File: src/rtl/washer_cycle_ctrl_if.sv
// rtl/washer_cycle_ctrl_if.sv - panel/sensor inputs and valve/motor outputs of the washer sequencer
interface washer_cycle_ctrl_if #(
    parameter int RINSE_W = 2
) ();
    logic               start;
    logic               door_closed;
    logic               water_full;
    logic               drained;
    logic               detergent_ok;
    logic               pause;
    logic [RINSE_W-1:0] rinse_cnt;
    logic               door_lock;
    logic               fill_valve;
    logic               drain_valve;
    logic               motor_on;
    logic               motor_fast;
    logic               done;
    logic               fault;
    logic [1:0]         fault_code;
    logic [3:0]         state_o;

    modport slave (
        input  start, door_closed, water_full, drained, detergent_ok, pause, rinse_cnt,
        output door_lock, fill_valve, drain_valve, motor_on, motor_fast, done, fault,
               fault_code, state_o
    );

    modport master (
        output start, door_closed, water_full, drained, detergent_ok, pause, rinse_cnt,
        input  door_lock, fill_valve, drain_valve, motor_on, motor_fast, done, fault,
               fault_code, state_o
    );
endinterface

File: src/rtl/washer_cycle_ctrl.sv
// rtl/washer_cycle_ctrl.sv - washer sequencer; define WM_FAULT_TIMEOUT_EN for the FILL/DRAIN watchdog
module washer_cycle_ctrl #(
    parameter int TMR_W       = 16,
    parameter int WASH_TICKS  = 200,
    parameter int RINSE_TICKS = 100,
    parameter int SPIN_TICKS  = 150,
    parameter int RINSE_W     = 2,
    parameter int FILL_LIMIT  = 1000
) (
    input  logic                 clk,
    input  logic                 rst,
    washer_cycle_ctrl_if.slave   bus
);
    localparam logic [3:0] S_IDLE      = 4'd0;
    localparam logic [3:0] S_FILL      = 4'd1;
    localparam logic [3:0] S_DETERGENT = 4'd2;
    localparam logic [3:0] S_WASH      = 4'd3;
    localparam logic [3:0] S_DRAIN     = 4'd4;
    localparam logic [3:0] S_SPIN      = 4'd5;
    localparam logic [3:0] S_DONE      = 4'd6;
    localparam logic [3:0] S_PAUSE     = 4'd7;
    localparam logic [3:0] S_FAULT     = 4'd8;

    // Timers are loaded with TICKS-1 so that exiting at zero gives exactly TICKS cycles
    localparam logic [TMR_W-1:0] WASH_LOAD  = TMR_W'(WASH_TICKS - 1);
    localparam logic [TMR_W-1:0] RINSE_LOAD = TMR_W'(RINSE_TICKS - 1);
    localparam logic [TMR_W-1:0] SPIN_LOAD  = TMR_W'(SPIN_TICKS - 1);

    logic [3:0]         state, state_nxt;
    logic [TMR_W-1:0]   timer, timer_nxt;
    logic [RINSE_W-1:0] rinse_left, rinse_nxt;
    logic               main_flag, main_nxt;
    logic               saved_spin, saved_nxt;
    logic [1:0]         fault_code_r, fc_nxt;
    logic               door_trip;

`ifdef WM_FAULT_TIMEOUT_EN
    localparam int WD_W = $clog2(FILL_LIMIT + 1);
    logic [WD_W-1:0] wd_cnt;
    logic            wd_expired;
    logic            in_wd_state;

    assign in_wd_state = (state == S_FILL) || (state == S_DRAIN);
    assign wd_expired  = (wd_cnt == WD_W'(FILL_LIMIT - 1));

    // Watchdog restarts on each entry to FILL/DRAIN and counts while waiting there
    always_ff @(posedge clk or posedge rst) begin
        if (rst) begin
            wd_cnt <= '0;
        end else if (state_nxt != state) begin
            wd_cnt <= '0;
        end else if (in_wd_state) begin
            wd_cnt <= wd_cnt + WD_W'(1);
        end
    end
`else
    logic [31:0] unused_fill_limit;
    assign unused_fill_limit = 32'(FILL_LIMIT);
`endif

    // Door opening while the drum may hold water or spin overrides every other transition
    assign door_trip = !bus.door_closed &&
                       (state != S_IDLE) && (state != S_DONE) && (state != S_FAULT);

    // Next-state, timer and cycle bookkeeping
    always_comb begin
        state_nxt = state;
        timer_nxt = timer;
        rinse_nxt = rinse_left;
        main_nxt  = main_flag;
        saved_nxt = saved_spin;
        fc_nxt    = fault_code_r;
        if (door_trip) begin
            state_nxt = S_FAULT;
            fc_nxt    = 2'b01;
            timer_nxt = '0;
        end else begin
            case (state)
                S_IDLE: begin
                    if (bus.start && bus.door_closed) begin
                        state_nxt = S_FILL;
                        rinse_nxt = bus.rinse_cnt;
                        main_nxt  = 1'b1;
                    end
                end
                S_FILL: begin
                    if (bus.water_full) begin
                        if (main_flag) begin
                            state_nxt = S_DETERGENT;
                        end else begin
                            state_nxt = S_WASH;
                            timer_nxt = RINSE_LOAD;
                        end
                    end
`ifdef WM_FAULT_TIMEOUT_EN
                    else if (wd_expired) begin
                        state_nxt = S_FAULT;
                        fc_nxt    = 2'b10;
                    end
`endif
                end
                S_DETERGENT: begin
                    if (bus.detergent_ok) begin
                        state_nxt = S_WASH;
                        timer_nxt = main_flag ? WASH_LOAD : RINSE_LOAD;
                    end
                end
                S_WASH: begin
                    if (bus.pause) begin
                        state_nxt = S_PAUSE;
                        saved_nxt = 1'b0;
                    end else if (timer == '0) begin
                        state_nxt = S_DRAIN;
                    end else begin
                        timer_nxt = timer - TMR_W'(1);
                    end
                end
                S_DRAIN: begin
                    if (bus.drained) begin
                        if (rinse_left != '0) begin
                            state_nxt = S_FILL;
                            rinse_nxt = rinse_left - RINSE_W'(1);
                            main_nxt  = 1'b0;
                        end else begin
                            state_nxt = S_SPIN;
                            timer_nxt = SPIN_LOAD;
                        end
                    end
`ifdef WM_FAULT_TIMEOUT_EN
                    else if (wd_expired) begin
                        state_nxt = S_FAULT;
                        fc_nxt    = 2'b11;
                    end
`endif
                end
                S_SPIN: begin
                    if (bus.pause) begin
                        state_nxt = S_PAUSE;
                        saved_nxt = 1'b1;
                    end else if (timer == '0) begin
                        state_nxt = S_DONE;
                    end else begin
                        timer_nxt = timer - TMR_W'(1);
                    end
                end
                S_DONE: begin
                    state_nxt = S_IDLE;
                end
                S_PAUSE: begin
                    if (!bus.pause) begin
                        state_nxt = saved_spin ? S_SPIN : S_WASH;
                    end
                end
                S_FAULT: begin
                    if (bus.start && bus.drained) begin
                        state_nxt = S_IDLE;
                        fc_nxt    = 2'b00;
                    end
                end
                default: begin
                    state_nxt = S_IDLE;
                    timer_nxt = '0;
                end
            endcase
        end
    end

    // State and bookkeeping registers; asynchronous reset aborts any cycle in progress
    always_ff @(posedge clk or posedge rst) begin
        if (rst) begin
            state        <= S_IDLE;
            timer        <= '0;
            rinse_left   <= '0;
            main_flag    <= 1'b0;
            saved_spin   <= 1'b0;
            fault_code_r <= 2'b00;
        end else begin
            state        <= state_nxt;
            timer        <= timer_nxt;
            rinse_left   <= rinse_nxt;
            main_flag    <= main_nxt;
            saved_spin   <= saved_nxt;
            fault_code_r <= fc_nxt;
        end
    end

    // Moore actuator decode; door stays latched in FAULT until the drum is empty
    always_comb begin
        bus.door_lock   = 1'b0;
        bus.fill_valve  = 1'b0;
        bus.drain_valve = 1'b0;
        bus.motor_on    = 1'b0;
        bus.motor_fast  = 1'b0;
        bus.done        = 1'b0;
        bus.fault       = 1'b0;
        case (state)
            S_FILL: begin
                bus.door_lock  = 1'b1;
                bus.fill_valve = 1'b1;
            end
            S_DETERGENT: begin
                bus.door_lock = 1'b1;
            end
            S_WASH: begin
                bus.door_lock = 1'b1;
                bus.motor_on  = 1'b1;
            end
            S_DRAIN: begin
                bus.door_lock   = 1'b1;
                bus.drain_valve = 1'b1;
            end
            S_SPIN: begin
                bus.door_lock   = 1'b1;
                bus.drain_valve = 1'b1;
                bus.motor_on    = 1'b1;
                bus.motor_fast  = 1'b1;
            end
            S_DONE: begin
                bus.done = 1'b1;
            end
            S_PAUSE: begin
                bus.door_lock   = 1'b1;
                bus.drain_valve = saved_spin;
            end
            S_FAULT: begin
                bus.door_lock   = !bus.drained;
                bus.drain_valve = 1'b1;
                bus.fault       = 1'b1;
            end
            default: begin
                bus.door_lock = 1'b0;
            end
        endcase
    end

    assign bus.fault_code = fault_code_r;
    assign bus.state_o    = state;
endmodule
File: src/flat_wrapper.sv
// flat-port wrapper written by rule: the top's interface ports become plain ports
module washer_cycle_ctrl_flat 
#(
    parameter int TMR_W       = 16,
    parameter int WASH_TICKS  = 200,
    parameter int RINSE_TICKS = 100,
    parameter int SPIN_TICKS  = 150,
    parameter int RINSE_W     = 2,
    parameter int FILL_LIMIT  = 1000
)
  (clk, rst, bus_start, bus_door_closed, bus_water_full, bus_drained, bus_detergent_ok, bus_pause, bus_rinse_cnt, bus_door_lock, bus_fill_valve, bus_drain_valve, bus_motor_on, bus_motor_fast, bus_done, bus_fault, bus_fault_code, bus_state_o);
  washer_cycle_ctrl_if #(.RINSE_W(RINSE_W)) bus_i ();
  input  logic clk;
  input  logic rst;
  input wire logic [$bits(bus_i.start)-1:0] bus_start;
  input wire logic [$bits(bus_i.door_closed)-1:0] bus_door_closed;
  input wire logic [$bits(bus_i.water_full)-1:0] bus_water_full;
  input wire logic [$bits(bus_i.drained)-1:0] bus_drained;
  input wire logic [$bits(bus_i.detergent_ok)-1:0] bus_detergent_ok;
  input wire logic [$bits(bus_i.pause)-1:0] bus_pause;
  input wire logic [$bits(bus_i.rinse_cnt)-1:0] bus_rinse_cnt;
  output wire logic [$bits(bus_i.door_lock)-1:0] bus_door_lock;
  output wire logic [$bits(bus_i.fill_valve)-1:0] bus_fill_valve;
  output wire logic [$bits(bus_i.drain_valve)-1:0] bus_drain_valve;
  output wire logic [$bits(bus_i.motor_on)-1:0] bus_motor_on;
  output wire logic [$bits(bus_i.motor_fast)-1:0] bus_motor_fast;
  output wire logic [$bits(bus_i.done)-1:0] bus_done;
  output wire logic [$bits(bus_i.fault)-1:0] bus_fault;
  output wire logic [$bits(bus_i.fault_code)-1:0] bus_fault_code;
  output wire logic [$bits(bus_i.state_o)-1:0] bus_state_o;
  assign bus_i.start = bus_start;
  assign bus_i.door_closed = bus_door_closed;
  assign bus_i.water_full = bus_water_full;
  assign bus_i.drained = bus_drained;
  assign bus_i.detergent_ok = bus_detergent_ok;
  assign bus_i.pause = bus_pause;
  assign bus_i.rinse_cnt = bus_rinse_cnt;
  assign bus_door_lock = bus_i.door_lock;
  assign bus_fill_valve = bus_i.fill_valve;
  assign bus_drain_valve = bus_i.drain_valve;
  assign bus_motor_on = bus_i.motor_on;
  assign bus_motor_fast = bus_i.motor_fast;
  assign bus_done = bus_i.done;
  assign bus_fault = bus_i.fault;
  assign bus_fault_code = bus_i.fault_code;
  assign bus_state_o = bus_i.state_o;
  washer_cycle_ctrl #(.TMR_W(TMR_W), .WASH_TICKS(WASH_TICKS), .RINSE_TICKS(RINSE_TICKS), .SPIN_TICKS(SPIN_TICKS), .RINSE_W(RINSE_W), .FILL_LIMIT(FILL_LIMIT)) u_core (.clk(clk), .rst(rst), .bus(bus_i));
endmodule
File: config.mk
export PLATFORM = sky130hd
export DESIGN_NAME = washer_cycle_ctrl_flat
export DESIGN_NICKNAME = d
export VERILOG_FILES = /design/src/rtl/washer_cycle_ctrl_if.sv /design/src/rtl/washer_cycle_ctrl.sv /design/src/flat_wrapper.sv
export SDC_FILE = /design/constraint.sdc
export NUM_CORES = 1
export LEC_CHECK = 0
export ABC_AREA = 1
export ABC_CLOCK_PERIOD_IN_PS = 3800
export CAP_MARGIN = 20
export CORE_AREA = 2 2 66 68
export DETAILED_ROUTE_END_ITERATION = 7
export DIE_AREA = 0 0 68 70
export PLACE_DENSITY = 0.7
export SYNTH_ARGS = -nofsm -noshare
export SYNTH_HDL_FRONTEND = slang
export SYNTH_SLANG_ARGS = --single-unit
File: constraint.sdc
create_clock -name clk -period 3.8 [get_ports clk]
set_input_delay 0.95 -clock clk [delete_from_list [all_inputs] [get_ports clk]]
set_output_delay 0.95 -clock clk [all_outputs]
set_load 0.02 [all_outputs]
==> results_tabular.tex <==
\begin{tabular}{lr}
\hline
Metric & Value \\
\hline
\multicolumn{2}{l}{\textbf{Run status}} \\
\quad Run status & completed \\
\multicolumn{2}{l}{\textbf{Layout}} \\
\quad Proportion of layout cells with a drive suffix above 1 & 7.69\% \\
\quad Area of the multi-input gates & 0.00111 mm\^{}2 \\
\quad Most used cells in the layout excluding fill and tap cells & 89 x sky130\_fd\_sc\_hd\_\_nand2\_1, 45 x sky130\_fd\_sc\_hd\_\_nor2\_1, 42 x sky130\_fd\_sc\_hd\_\_nand3\_1 \\
\quad Commonest non-fill, non-tap cell in the layout & sky130\_fd\_sc\_hd\_\_nand2\_1 \\
\quad Antenna diode count & 0 \\
\quad Filler cell count in the final layout & 421 \\
\quad Design Area, Final & 0.00224 mm\^{}2 \\
\quad Area added between synthesis and finish & 15.3\% \\
\quad Total number of nets in the final design & 338 \\
\quad Sequential cell area & 626 um\^{}2 \\
\multicolumn{2}{l}{\textbf{Power and ir drop}} \\
\quad PnR Total Power & 1.86 mW \\
\quad Worst IR drop on VDD & 0.431 mV \\
\quad Reported net switching power & 999 uW \\
\quad Register share of total power & 22.2\% \\
\quad Clock power share & 9.2\% \\
\quad Pwr Density & 828 mW/mm\^{}2 \\
\quad Internal & 858 uW \\
\quad Reported leakage power & 1.25 nW \\
\quad Combinational group share of total power & 68.6\% \\
\quad Net switching share of the total power & 53.8\% \\
\multicolumn{2}{l}{\textbf{Job}} \\
\quad Count of maximum capacitance violations & 0 \\
\multicolumn{2}{l}{\textbf{Placement}} \\
\quad Instance area at placement & 0.00217 mm\^{}2 \\
\quad Count of input and output buffers & 21 \\
\quad Final estimated routing congestion in global placement & 0.880 \\
\quad Post-detail-place hpwl & 3480 um \\
\multicolumn{2}{l}{\textbf{Detailed routing}} \\
\quad WL met2 & 2320 um \\
\quad Routed met1 length & 2140 um \\
\quad First-pass iteration count of the detailed router & 4 \\
\quad Routed Wire Length & 4660 um \\
\quad Antenna-violating nets left & 0 \\
\quad 1st-iter DRT viols & 120 \\
\quad Total met3 wirelength after detailed routing & 142 um \\
\quad Final routed wire length divided by cell count & 12.4 um \\
\quad Total number of vias & 1,932 \\
\quad DRC violation count after routing & 0 \\
\quad Via-per-instance ratio & 5.12 \\
\quad DR top layer & met4 \\
\multicolumn{2}{l}{\textbf{Floorplanning}} \\
\quad Effective utilization at floorplan & 46.9\% \\
\quad Vertical extent of the die & 70 um \\
\quad Core Footprint & 0.00414 mm\^{}2 \\
\quad Std cell rows & 24 \\
\quad Floorplan die width & 68 um \\
\quad Floorplan die area & 0.00476 mm\^{}2 \\
\quad Number of I/O pins & 23 \\
\multicolumn{2}{l}{\textbf{CTS}} \\
\quad Number of clock buffers inserted by TritonCTS & 3 \\
\quad Number of buffers inserted for hold repair after clock tree synthesis & 0 \\
\quad Sinks on the clock net & 25 \\
\quad Insertion delay to the later sink of the worst-skew pair & 280 ps \\
\quad H-tree depth reported by CTS & 1 \\
\quad Count of cells resized by post-cts repair & 0 \\
\quad Clock-pin slew on the worst setup and hold paths & 100 ps \\
\quad CTS tree & built \\
\quad Buffer cell driving the clock tree root & sky130\_fd\_sc\_hd\_\_clkbuf\_8 \\
\quad Count of buffers added by post-CTS timing repair for setup & 0 \\
\quad Buffer depth of the longest clock path & 2 \\
\multicolumn{2}{l}{\textbf{Setup path}} \\
\quad Critical path data required time & 2850 ps \\
\quad Number of stages on the worst setup path & 3 \\
\quad Path type of the worst setup path & input port to primary output \\
\quad Worst reg-to-reg setup slack & 1880 ps \\
\quad RR Startpoint & u\_core.bus.state\_o[3] \\
\quad Reg2Reg Depth & 8 \\
\quad Nature of the critical path startpoint & input port \\
\quad Arrival time reported for the critical path endpoint & 2250 ps \\
\quad Crit Reg-Reg Endpoint & u\_core.saved\_spin \\
\quad Endpoint class of the critical path & primary output \\
\quad Critical-path maximum fanout & 3 \\
\quad Cell family contributing the most delay on the critical path & buffers and inverters \\
\quad Buf+Inv Stages, Crit Path & 2 \\
\quad Max stage delay on crit path & 640 ps \\
\quad Critical path, cell by cell & clkdlybuf4s50\_1 > o2111ai\_1 > clkdlybuf4s50\_1 \\
\quad Slowest stage cell, crit path & sky130\_fd\_sc\_hd\_\_clkdlybuf4s50\_1 \\
\quad Cell mode on critical path & sky130\_fd\_sc\_hd\_\_clkdlybuf4s50\_1 \\
\multicolumn{2}{l}{\textbf{Timing}} \\
\quad Setup Skew & 3.08 ps \\
\quad Fin Setup TNS & 0 ps \\
\quad \# setup viols final & 0 \\
\quad Setup repair after global routing missed its margin & no \\
\quad Number of endpoints with negative hold slack in the final report & 0 \\
\quad Worst hold slack & 519 ps \\
\quad Final Max Tran Viols & 0 \\
\quad Period utilisation layout & 84.3\% \\
\quad Period minus WS final & 3200 ps \\
\quad Achievable Freq & 0.312 GHz \\
\multicolumn{2}{l}{\textbf{Synthesis}} \\
\quad Share of synthesized area occupied by flip-flops and latches & 32.2\% \\
\quad Number of flip-flops and latches in the synthesized netlist & 25 \\
\quad Average cell area after synthesis & 6.37 um\^{}2 \\
\quad Number of warnings reported in the yosys synthesis log & 0 \\
\quad Synthesized Nets & 317 \\
\quad Unique cell type count in the Yosys netlist & 27 \\
\quad Post-Syn Area & 0.00194 mm\^{}2 \\
\quad Gate count after technology mapping & 305 \\
\multicolumn{2}{l}{\textbf{Global routing}} \\
\quad Number of antenna violations at the first check in global routing & 0 \\
\quad Wire length of the first global-routing pass & 8010 um \\
\quad Global route overflow & 0 \\
\quad Pin count of the biggest net entering global routing & 30 \\
\quad Global-route usage over all layers & 21.5\% \\
\quad Vias in the first global route & 1,805 \\
\multicolumn{2}{l}{\textbf{Worst hold path}} \\
\quad Worst hold path class & flop to flop \\
\quad Depth of the worst hold-timing path & 2 \\
\quad Worst hold path endpoint & u\_core.rinse\_left[1] \\
\quad Beginning of the worst hold path & u\_core.rinse\_left[1] \\
\hline
\end{tabular}
[layout make-up]
cell class / instances / area share, %
clock inverter: 1 / 0.335
timing repair buffer: 22 / 10.6
clock buffer: 3 / 1.84
multi-input combinational: 233 / 49.5
sequential: 25 / 27.9
inverter: 41 / 6.92
tap: 52 / 2.90
[worst register-to-register path, delay by kind of cell (launching register included)]
| kind | cells | cell delay [ps] |
|---|---|---|
| simple gates | 6 | 930 |
| compound gates | 1 | 60 |
| flops | 1 | 450 |
| buf+inv | 1 | 370 |
[through the flow]
step	instances	worst slack, ps	utilization, %
after floorplan	305	1490	-
after global placement	372	638	52.3
after detailed placement	372	600	52.3
after CTS	376	589	53.4
after global routing	377	495	54.1
final	377	596	54.1
[power groups by stage]
stage               combinational, mW  clock (mW)  sequential [mW]
floorplan                       0.988           0            0.423
global placement                 1.26           0            0.415
detailed placement               1.27           0            0.416
CTS                              1.27       0.177            0.411
global route                     1.44       0.186            0.424
finish                           1.27       0.171            0.412
[per-layer routing]
metal,vias up,GRT usage [%]
met3,4,2.42
met2,44,37.8
met4,0,6.67
li1,1005,-
met5,-,0
met1,879,26.9
[Yosys cell counts, drive strengths merged]
master / number / area (um^2)
a21oi: 7 / 35.0
and2: 1 / 6.26
buf: 6 / 53.8
clkinv: 1 / 5.00
conb: 1 / 3.75
dfrtp: 25 / 626
ha: 2 / 25.0
inv: 40 / 150
nand2: 96 / 383
nand3: 43 / 220
nand3b: 2 / 15.0
nand4: 9 / 56.3
nor2: 53 / 239
o2111ai: 1 / 8.76
o21ai: 10 / 50.0
o21bai: 2 / 15.0
xnor2: 4 / 35.0
xor2: 2 / 17.5
[registers in the layout, summed over array words and instances, names as in the netlist]
name	cells
u_core.saved_spin	1
u_core.rinse_left	2
u_core.main_flag	1
u_core.timer	16
u_core.bus.fault_code	1
u_core.bus.state_o	4
[worst max path at each step]
stage / endpoint / slack [ps] / startpoint
finish: bus_door_lock / 600 / bus_drained
global route: bus_door_lock / 490 / u_core.bus.state_o[2]
CTS: bus_door_lock / 590 / bus_drained
detailed placement: bus_door_lock / 600 / bus_drained
global placement: bus_door_lock / 640 / bus_drained
floorplan: bus_door_lock / 1490 / bus_drained
[cells by family after synthesis]
group	after synthesis	synth area share, %
buffers and inverters	47	10.7
adder cells (fa/ha/maj)	2	1.29
flip-flops	25	32.2
other	1	0.193
XOR/XNOR	6	2.70
AND/OR/NAND/NOR	204	47.3
AO/OA/AOI/OAI	20	5.60
(Power assumes the default switching activity.)
